--- config.mk ---
export PLATFORM = sky130hd
export DESIGN_NAME = wb_reg_slave
export DESIGN_NICKNAME = d
export VERILOG_FILES = /design/src/rtl/wb_reg_pkg.sv /design/src/rtl/sync_2ff.sv /design/src/rtl/wb_reg_slave.sv
export SDC_FILE = /design/constraint.sdc
export NUM_CORES = 1
export LEC_CHECK = 0
export CAP_MARGIN = 40
export CORE_MARGIN = 2
export CORE_UTILIZATION = 55
export CTS_BUF_LIST = sky130_fd_sc_hd__clkbuf_16
export DETAILED_ROUTE_END_ITERATION = 8
export HOLD_SLACK_MARGIN = 0.03
export PLACE_DENSITY = 0.86
export SETUP_SLACK_MARGIN = 0.02
export SYNTH_ARGS = -nofsm -noshare
export SYNTH_HDL_FRONTEND = slang
export SYNTH_SLANG_ARGS = --single-unit
--- constraint.sdc ---
create_clock -name i_clk -period 3.19 [get_ports i_clk]
set_clock_uncertainty 0.15 [all_clocks]
set_input_delay 0.957 -clock i_clk [delete_from_list [all_inputs] [get_ports i_clk]]
set_output_delay 0.957 -clock i_clk [all_outputs]
set_load 0.005 [all_outputs]
--- src/rtl/wb_reg_pkg.sv ---
// Shared definitions for the Wishbone register slave: register map, default ID,
// FSM state encoding and the byte-lane merge helper.
package wb_reg_pkg;

  localparam logic [2:0] REG_ID       = 3'd0;
  localparam logic [2:0] REG_SCRATCH0 = 3'd1;
  localparam logic [2:0] REG_SCRATCH1 = 3'd2;
  localparam logic [2:0] REG_LEDS     = 3'd3;
  localparam logic [2:0] REG_COUNTER  = 3'd4;
  localparam logic [2:0] REG_BUTTON   = 3'd5;
  localparam logic [2:0] REG_ERRCNT   = 3'd6;

  localparam logic [31:0] ID_VALUE_DEFAULT = 32'h5742_0001;

  typedef enum logic [1:0] {
    IDLE = 2'd0,
    WAIT = 2'd1,
    RESP = 2'd2
  } wb_state_e;

  function automatic logic [31:0] byte_merge(input logic [31:0] cur,
                                             input logic [31:0] wdata,
                                             input logic [3:0]  sel);
    logic [31:0] merged;
    merged = cur;
    for (int b = 0; b < 4; b++) begin
      if (sel[b]) merged[8*b +: 8] = wdata[8*b +: 8];
    end
    return merged;
  endfunction

endpackage

--- src/rtl/sync_2ff.sv ---
// Generic two-flop synchroniser for bringing asynchronous inputs into the clock domain.
module sync_2ff #(
  parameter int WIDTH = 1
) (
  input  logic             clk,
  input  logic             reset,
  input  logic [WIDTH-1:0] d,
  output logic [WIDTH-1:0] q
);

  logic [WIDTH-1:0] meta;

  always_ff @(posedge clk) begin
    if (reset) begin
      meta <= '0;
      q    <= '0;
    end else begin
      meta <= d;
      q    <= meta;
    end
  end

endmodule

--- src/rtl/wb_reg_slave.sv ---
// Pipelined Wishbone B4 slave with an 8-entry register bank; one ack or err per
// accepted request, optional wait states, state exposed on o_dbg_state.
module wb_reg_slave
  import wb_reg_pkg::*;
#(
  parameter int unsigned WAIT_STATES = 0,
  parameter logic [31:0] ID_VALUE    = ID_VALUE_DEFAULT
) (
  input  logic        i_clk,
  input  logic        i_reset,
  input  logic        i_wb_cyc,
  input  logic        i_wb_stb,
  input  logic        i_wb_we,
  input  logic [29:0] i_wb_addr,
  input  logic [31:0] i_wb_data,
  input  logic [3:0]  i_wb_sel,
  output logic        o_wb_stall,
  output logic        o_wb_ack,
  output logic        o_wb_err,
  output logic [31:0] o_wb_data,
  input  logic        i_button,
  output logic [7:0]  o_leds,
  output logic [1:0]  o_dbg_state
);

  // Handshake: a request is accepted on a rising edge where cyc & stb & !stall;
  // each accepted request gets exactly one single-cycle ack or err unless cyc
  // drops (or reset hits) before the response is issued.

  localparam logic [3:0] WS = 4'(WAIT_STATES);

  wb_state_e   state, state_next;
  logic [3:0]  wait_cnt, wait_cnt_next;
  logic        accept;
  logic        unmapped;
  logic        resp_err;
  logic [31:0] cap_data;
  logic [31:0] rd_mux;
  logic [2:0]  idx;

  logic [31:0] scratch0, scratch1, counter;
  logic [7:0]  leds, errcnt;
  logic        button_sync;

  sync_2ff #(.WIDTH(1)) u_button_sync (
    .clk   (i_clk),
    .reset (i_reset),
    .d     (i_button),
    .q     (button_sync)
  );

  assign idx      = i_wb_addr[2:0];
  assign accept   = i_wb_cyc & i_wb_stb & ~o_wb_stall;
  assign unmapped = (|i_wb_addr[29:3]) | (idx == 3'd7);

  always_comb begin
    rd_mux = '0;
    case (idx)
      REG_ID:       rd_mux = ID_VALUE;
      REG_SCRATCH0: rd_mux = scratch0;
      REG_SCRATCH1: rd_mux = scratch1;
      REG_LEDS:     rd_mux = {24'd0, leds};
      REG_COUNTER:  rd_mux = counter;
      REG_BUTTON:   rd_mux = {31'd0, button_sync};
      REG_ERRCNT:   rd_mux = {24'd0, errcnt};
      default:      rd_mux = '0;
    endcase
    if (unmapped || i_wb_we) rd_mux = '0;
  end

  always_comb begin
    state_next    = state;
    wait_cnt_next = wait_cnt;
    case (state)
      IDLE, RESP: begin
        if (accept) begin
          wait_cnt_next = WS;
          state_next    = (WS == 4'd0) ? RESP : WAIT;
        end else begin
          state_next = IDLE;
        end
      end
      WAIT: begin
        if (!i_wb_cyc) begin
          state_next = IDLE;
        end else if (wait_cnt <= 4'd1) begin
          state_next = RESP;
        end else begin
          wait_cnt_next = wait_cnt - 4'd1;
        end
      end
      default: state_next = IDLE;
    endcase
  end

  always_ff @(posedge i_clk) begin
    if (i_reset) begin
      state     <= IDLE;
      wait_cnt  <= '0;
      resp_err  <= 1'b0;
      cap_data  <= '0;
      o_wb_data <= '0;
    end else begin
      state    <= state_next;
      wait_cnt <= wait_cnt_next;
      if (accept) begin
        resp_err <= unmapped;
        cap_data <= rd_mux;
      end
      // With no wait states the response starts on the acceptance edge itself.
      if (state_next == RESP) o_wb_data <= accept ? rd_mux : cap_data;
    end
  end

  assign o_wb_stall  = (state == WAIT);
  assign o_wb_ack    = (state == RESP) & ~resp_err;
  assign o_wb_err    = (state == RESP) & resp_err;
  assign o_dbg_state = state;
  assign o_leds      = leds;

  always_ff @(posedge i_clk) begin
    if (i_reset) begin
      scratch0 <= '0;
      scratch1 <= '0;
      leds     <= '0;
      counter  <= '0;
      errcnt   <= '0;
    end else begin
      counter <= counter + 32'd1;
      if (o_wb_err && errcnt != 8'hFF) errcnt <= errcnt + 8'd1;
      if (accept && i_wb_we && !unmapped) begin
        case (idx)
          REG_SCRATCH0: scratch0 <= byte_merge(scratch0, i_wb_data, i_wb_sel);
          REG_SCRATCH1: scratch1 <= byte_merge(scratch1, i_wb_data, i_wb_sel);
          REG_LEDS:     if (i_wb_sel[0]) leds <= i_wb_data[7:0];
          // A clear beats a same-cycle increment; sel=0 writes leave it alone.
          REG_ERRCNT:   if (|i_wb_sel) errcnt <= '0;
          default: ;
        endcase
      end
    end
  end

endmodule
==> results of run 1 <==
## worst max-delay path, cell delays in order (launching register included)
cell,delay (ns)
dfxtp_1,0.37
and3b_1,0.41
clkdlybuf4s50_1,0.56
## cells by family after synthesis
logic type,synth area share
multiplexers,0.1019
AO/OA/AOI/OAI,0.1371
buffers and inverters,0.03659
XOR/XNOR,0.03124
AND/OR/NAND/NOR,0.2469
adder cells (fa/ha/maj),0.005950
flip-flops,0.4403
## state kept, by name, summed over array words and instances, names as in the netlist
signal	cells
cap_data	32
counter	32
errcnt	8
o_dbg_state	2
o_leds	8
o_wb_data	32
resp_err	1
scratch0	32
scratch1	32
u_button_sync.meta	1
u_button_sync.q	1
wait_cnt	4
## report_power, final
part	switching [mW]	total (mW)	internal, mW
Clock	0.861	2.15	1.28
Combinational	0.159	0.317	0.158
Sequential	0.00967	2.33	2.32
## worst paths after layout
check            startpoint          end  slack [ns]  depth (start not counted)
max          o_dbg_state[0]     o_wb_err        0.30                          2
min             cap_data[1]  cap_data[1]        0.30                          2
max reg2reg      counter[3]  counter[27]        0.95                          5
min reg2reg     cap_data[1]  cap_data[1]        0.30                          2
## layout by cell type, fill, tap and decap left out, types with 25 or more instances in the layout
cell type,count
dfxtp_1,185
clkdlybuf4s50_1,115
nand2b_1,106
mux2i_1,80
a21oi_1,76
nor2_1,68
nand2_1,51
o21ai_0,39
and3_1,36
o22ai_1,32
xor2_1,26
buf_4,25
## layout make-up
type                       instances  share of cell area
sequential                       185              0.3534
multi-input combinational        670              0.4238
inverter                          13            0.004656
clock buffer                      17             0.04059
clock inverter                    14             0.01588
tap                              188             0.02245
timing repair buffer             146              0.1392
## per-layer routing
layer / part of all wire / vias to the layer above / GRT usage
met4: 0.015 / 0 / 0.07951
met1: 0.47 / 3371 / 0.3484
met5: 0 / - / 0
met2: 0.45 / 234 / 0.4033
li1: - / 3483 / -
met3: 0.067 / 36 / 0.05676
==> impl_metrics.tcl, run 1 <==
set metrics [dict create \
    synth_flop_cell "dfxtp_1" \
    seq_area_um2 3704 \
    multi_input_area_um2 4442 \
    postCtsSetupRepairBufs 0 \
    avgRoutedWirePerCell_um 16.49 \
    vias 7124 \
    antenna_left 0 \
    min_period_ns 2.890 \
    async_flop_share 0 \
    setup-violations-final 0 \
    grt_use_total 0.2545 \
    via_per_inst 5.778 \
    synth_edf_count 0 \
    ir_drop_mv 0.4281 \
    cts_max_level 4 \
    cts_made_buffers 17 \
    synth_nets 1004 \
    hold_buffers 0 \
    grt_pass1_vias 6826 \
    gp_congestion 0.8642 \
    hold_viol_final 0 \
    cts_resized 0 \
    hold_class "register to register" \
    num_rows 45 \
    die_w_um 127.7 \
    cts.sinks 185 \
    cts.path.max_buffers 2 \
    status "completed" \
    cts.reportedPaths.clkPinSlew_ns 0.06 \
    dr.pass1.iters 5 \
    final_cells 1233 \
    postLayoutCellArea_um2 10480 \
    synth_area_um2 8412 \
    cp.required_ns 2.08 \
    critPathArrivalTime_ns 1.78 \
    antenna_found_initial 0 \
    drcViolationCount 0 \
    placed_area_um2 9888 \
    cts_root_buf "clkbuf_16" \
    core_um2 15090 \
    synth_top_area_share 0.4403 \
    grt.overflow.total 0 \
    fin_util 0.6945 \
    path_class "register to output pin" \
    grt_pass1_wl_um 33360 \
    hold_ws_ns 0.2956 \
    layout-drive-gt1-share 0.08134 \
    synth_area_leader_cell "dfxtp_1" \
    netlist_instances 928 \
    path_max_fanout 7 \
    endpoint_kind "output pin" \
    dp_slack_ns -0.03833 \
    rsz0062_at_grt "false" \
    cts_tree "yes" \
    power_mw 4.790 \
    fin_setup_tns_ns 0 \
    drt_iter0_drc 627 \
    ys_types 53 \
    start_util 0.5575 \
    portBuffers 116 \
    fmax_ghz 0.3460 \
    finalMaxSlewViolations 0 \
    ys_seq_area_frac 0.4403 \
    syn2layout_area_growth_pct 24.59 \
    hpwl_um 14110 \
    yosysMostFrequentCell "dfxtp_1" \
    synth.avg_cell_area_um2 9.064 \
    grt_max_degree 83 \
    fillers 1148 \
    setup_ws_ns 0.2998 \
    finalNetCount 1109 \
    wirelength_um 20330 \
    worstSetupStartpointType "register" \
    clkLatencyLatePin_ns 0.44 \
    drv_cap 0 \
    fp.dieH_um 127.7 \
    p_leak_nw 4.237 \
    tightestPinTransition_ns 0.6423 \
    yosys_warnings 0 \
    synth-seq-cells 185 \
    n_antenna_cell 0 \
    slew-limit-headroom 0.5718 \
    period_share 0.9060 \
    io_pins 117 \
    p_per_area_nw_per_um2 457.0 \
    synth_top_cells_by_count "dfxtp_1 (185), nand2b_1 (106), mux2i_1 (80)" \
    synthTopCellsByArea "dfxtp_1 (44%), mux2i_1 (9.5%), nand2b_1 (7.9%)" \
    die-area_um2 16300 \
    place_inst 1202 \
]
(Power assumes the default switching activity.)
==> run 2: changes to the inputs <==
GPL_ROUTABILITY_DRIVEN = 0   (was default)
==> results of run 2 <==
The final DEF is identical to that of run 1; final timing and power are the same.
==> run 3: changes to the inputs <==
ABC_AREA = 1   (was default)
ABC_CLOCK_PERIOD_IN_PS = 3190   (was default)
==> run 3 against run 2 <==
Effect of this change: routed wire length increased by 23%; worst hold slack got worse by 0.021 ns; critical path type is now primary input to register; power increased by 4.1%; cell area increased by 2.9%; cell count increased by 30%.
==> impl_metrics.tcl, run 3 <==
set metrics [dict create \
    min_to "u_button_sync.q" \
    ff2ff_path_depth 10 \
    grt.overflow.total 0 \
    cts.path.max_buffers 2 \
    num_rows 46 \
    cts.sinks 185 \
    portBuffers 116 \
    synth_nets 1364 \
    synth_top_cells_by_count "nand2_1 (327), dfxtp_1 (185), inv_1 (138)" \
    status "completed" \
    path_max_fanout 68 \
    ir_drop_mv 0.4744 \
    hpwl_um 17120 \
    tightestPinTransition_ns 0.6476 \
    ys_seq_area_frac 0.4243 \
    finalNetCount 1455 \
    r2r_setup_slack_ns 0.91 \
    postLayoutCellArea_um2 10790 \
    drt_iter0_drc 1065 \
    p_per_area_nw_per_um2 462.1 \
    via_per_inst 5.664 \
    wirelength_um 25100 \
    drcViolationCount 0 \
    drv_cap 0 \
    core_um2 15710 \
    p_leak_nw 4.210 \
    yosysMostFrequentCell "nand2_1" \
    hold_ws_ns 0.2746 \
    placed_area_um2 10170 \
    period_share 0.9041 \
    cts_resized 0 \
    fp.dieH_um 130.0 \
    hold_viol_final 0 \
    grt_pass1_vias 8213 \
    min_period_ns 2.884 \
    hold_class "register to register" \
    synth.avg_cell_area_um2 6.777 \
    yosys_warnings 0 \
    ys_types 28 \
    grt_pass1_wl_um 40060 \
    synth_edf_count 0 \
    path_class "primary input to register" \
    layout-drive-gt1-share 0.05532 \
    fin_util 0.6866 \
    netlist_instances 1288 \
    rsz0062_at_grt "false" \
    synthTopCellsByArea "dfxtp_1 (42%), nand2_1 (14%), a21oi_1 (7.9%)" \
    die-area_um2 16890 \
    r2r_end "o_wb_data[11]" \
    worstSetupStartpointType "primary input" \
    grt_max_degree 135 \
    async_flop_share 0 \
    setup-violations-final 0 \
    mostFrequentLayoutCell "nand2_1" \
    antenna_left 0 \
    vias 9107 \
    start_util 0.5555 \
    die_w_um 130.0 \
    synth_top_area_share 0.4243 \
    layout_common_cells "nand2_1 (326), dfxtp_1 (185), inv_1 (139)" \
    cts_made_buffers 17 \
    hold_buffers 0 \
    clkLatencyLatePin_ns 0.44 \
    avgRoutedWirePerCell_um 15.61 \
    cts_tree "yes" \
    cts_root_buf "clkbuf_16" \
    hp-start "u_button_sync.meta" \
    cp.required_ns 3.33 \
    syn2layout_area_growth_pct 23.59 \
    endpoint_kind "register" \
    fmax_ghz 0.3467 \
    finalMaxSlewViolations 0 \
    setup_ws_ns 0.3059 \
    n_antenna_cell 0 \
    grt_use_total 0.2996 \
    dr.pass1.iters 9 \
    synth_area_leader_cell "dfxtp_1" \
    synth-seq-cells 185 \
    hold_depth 2 \
    power_mw 4.985 \
    dp_slack_ns -0.02253 \
    antenna_found_initial 0 \
    slew-limit-headroom 0.5683 \
    synth_area_um2 8728 \
    postCtsSetupRepairBufs 0 \
    critPathArrivalTime_ns 3.02 \
    cts_max_level 4 \
    synth_flop_cell "dfxtp_1" \
    io_pins 117 \
    r2r_start "wait_cnt[0]" \
    cts.reportedPaths.clkPinSlew_ns 0.07 \
]
==> run 3: layout make-up <==
class                           instances  area (µm²)
Fill cell                            1280        4925
Multi-Input combinational cell        890        4205
Sequential cell                       185        3704
Timing Repair Buffer                  143        1461
Inverter                              142       533.0
Clock buffer                           17       425.4
Tap cell                              216       270.3
Clock inverter                         15       188.9
==> run 3: per-layer routing <==
layer  routed length, µm  GRT usage  part of all wire
met3                1879    0.04264             0.075
met4                 870     0.1373             0.035
met2               11530     0.4767              0.46
met1               10830     0.4055              0.43
met5                   0          0                 0
==> run 3: where the power goes <==
part / internal, mW / leakage (nW) / switching, mW
Combinational: 0.185 / 2.41 / 0.230
Clock: 1.25 / 0.300 / 0.959
Sequential: 2.34 / 1.50 / 0.0191
==> run 3: cell families (layout without fill, tap and decap cells) <==
kind of cell             after synthesis  count (layout)  synth area share
buffers and inverters                213             317           0.09590
AO/OA/AOI/OAI                        209             209            0.1239
flip-flops                           185             185            0.4243
AND/OR/NAND/NOR                      667             667            0.3402
XOR/XNOR                              10              10           0.01004
adder cells (fa/ha/maj)                4               4          0.005734
==> run 3: through the flow <==
stage	setup TNS, ns	cells
CTS	0	1608
global route	0	1608
floorplan	0	1288
finish	0	1608
global placement	0	1576
detailed placement	-0.08585	1576
==> run 3: worst max-delay path, stage by stage <==
cell,delay [ns]
clkdlybuf4s50_1,0.66
inv_1,0.14
nor3_4,0.16
buf_12,0.29
nand4_1,0.46
nand2_1,0.22
a21oi_1,0.10
==> run 3: worst max-delay path by stage <==
stage,to,startpoint,depth (start not counted)
floorplan,scratch0[19],i_wb_addr[2],6
global placement,scratch1[24],i_wb_addr[1],7
detailed placement,scratch1[29],i_wb_addr[1],7
CTS,o_wb_stall,o_dbg_state[0],3
global route,o_wb_stall,o_dbg_state[0],3
finish,scratch1[26],i_wb_addr[1],7
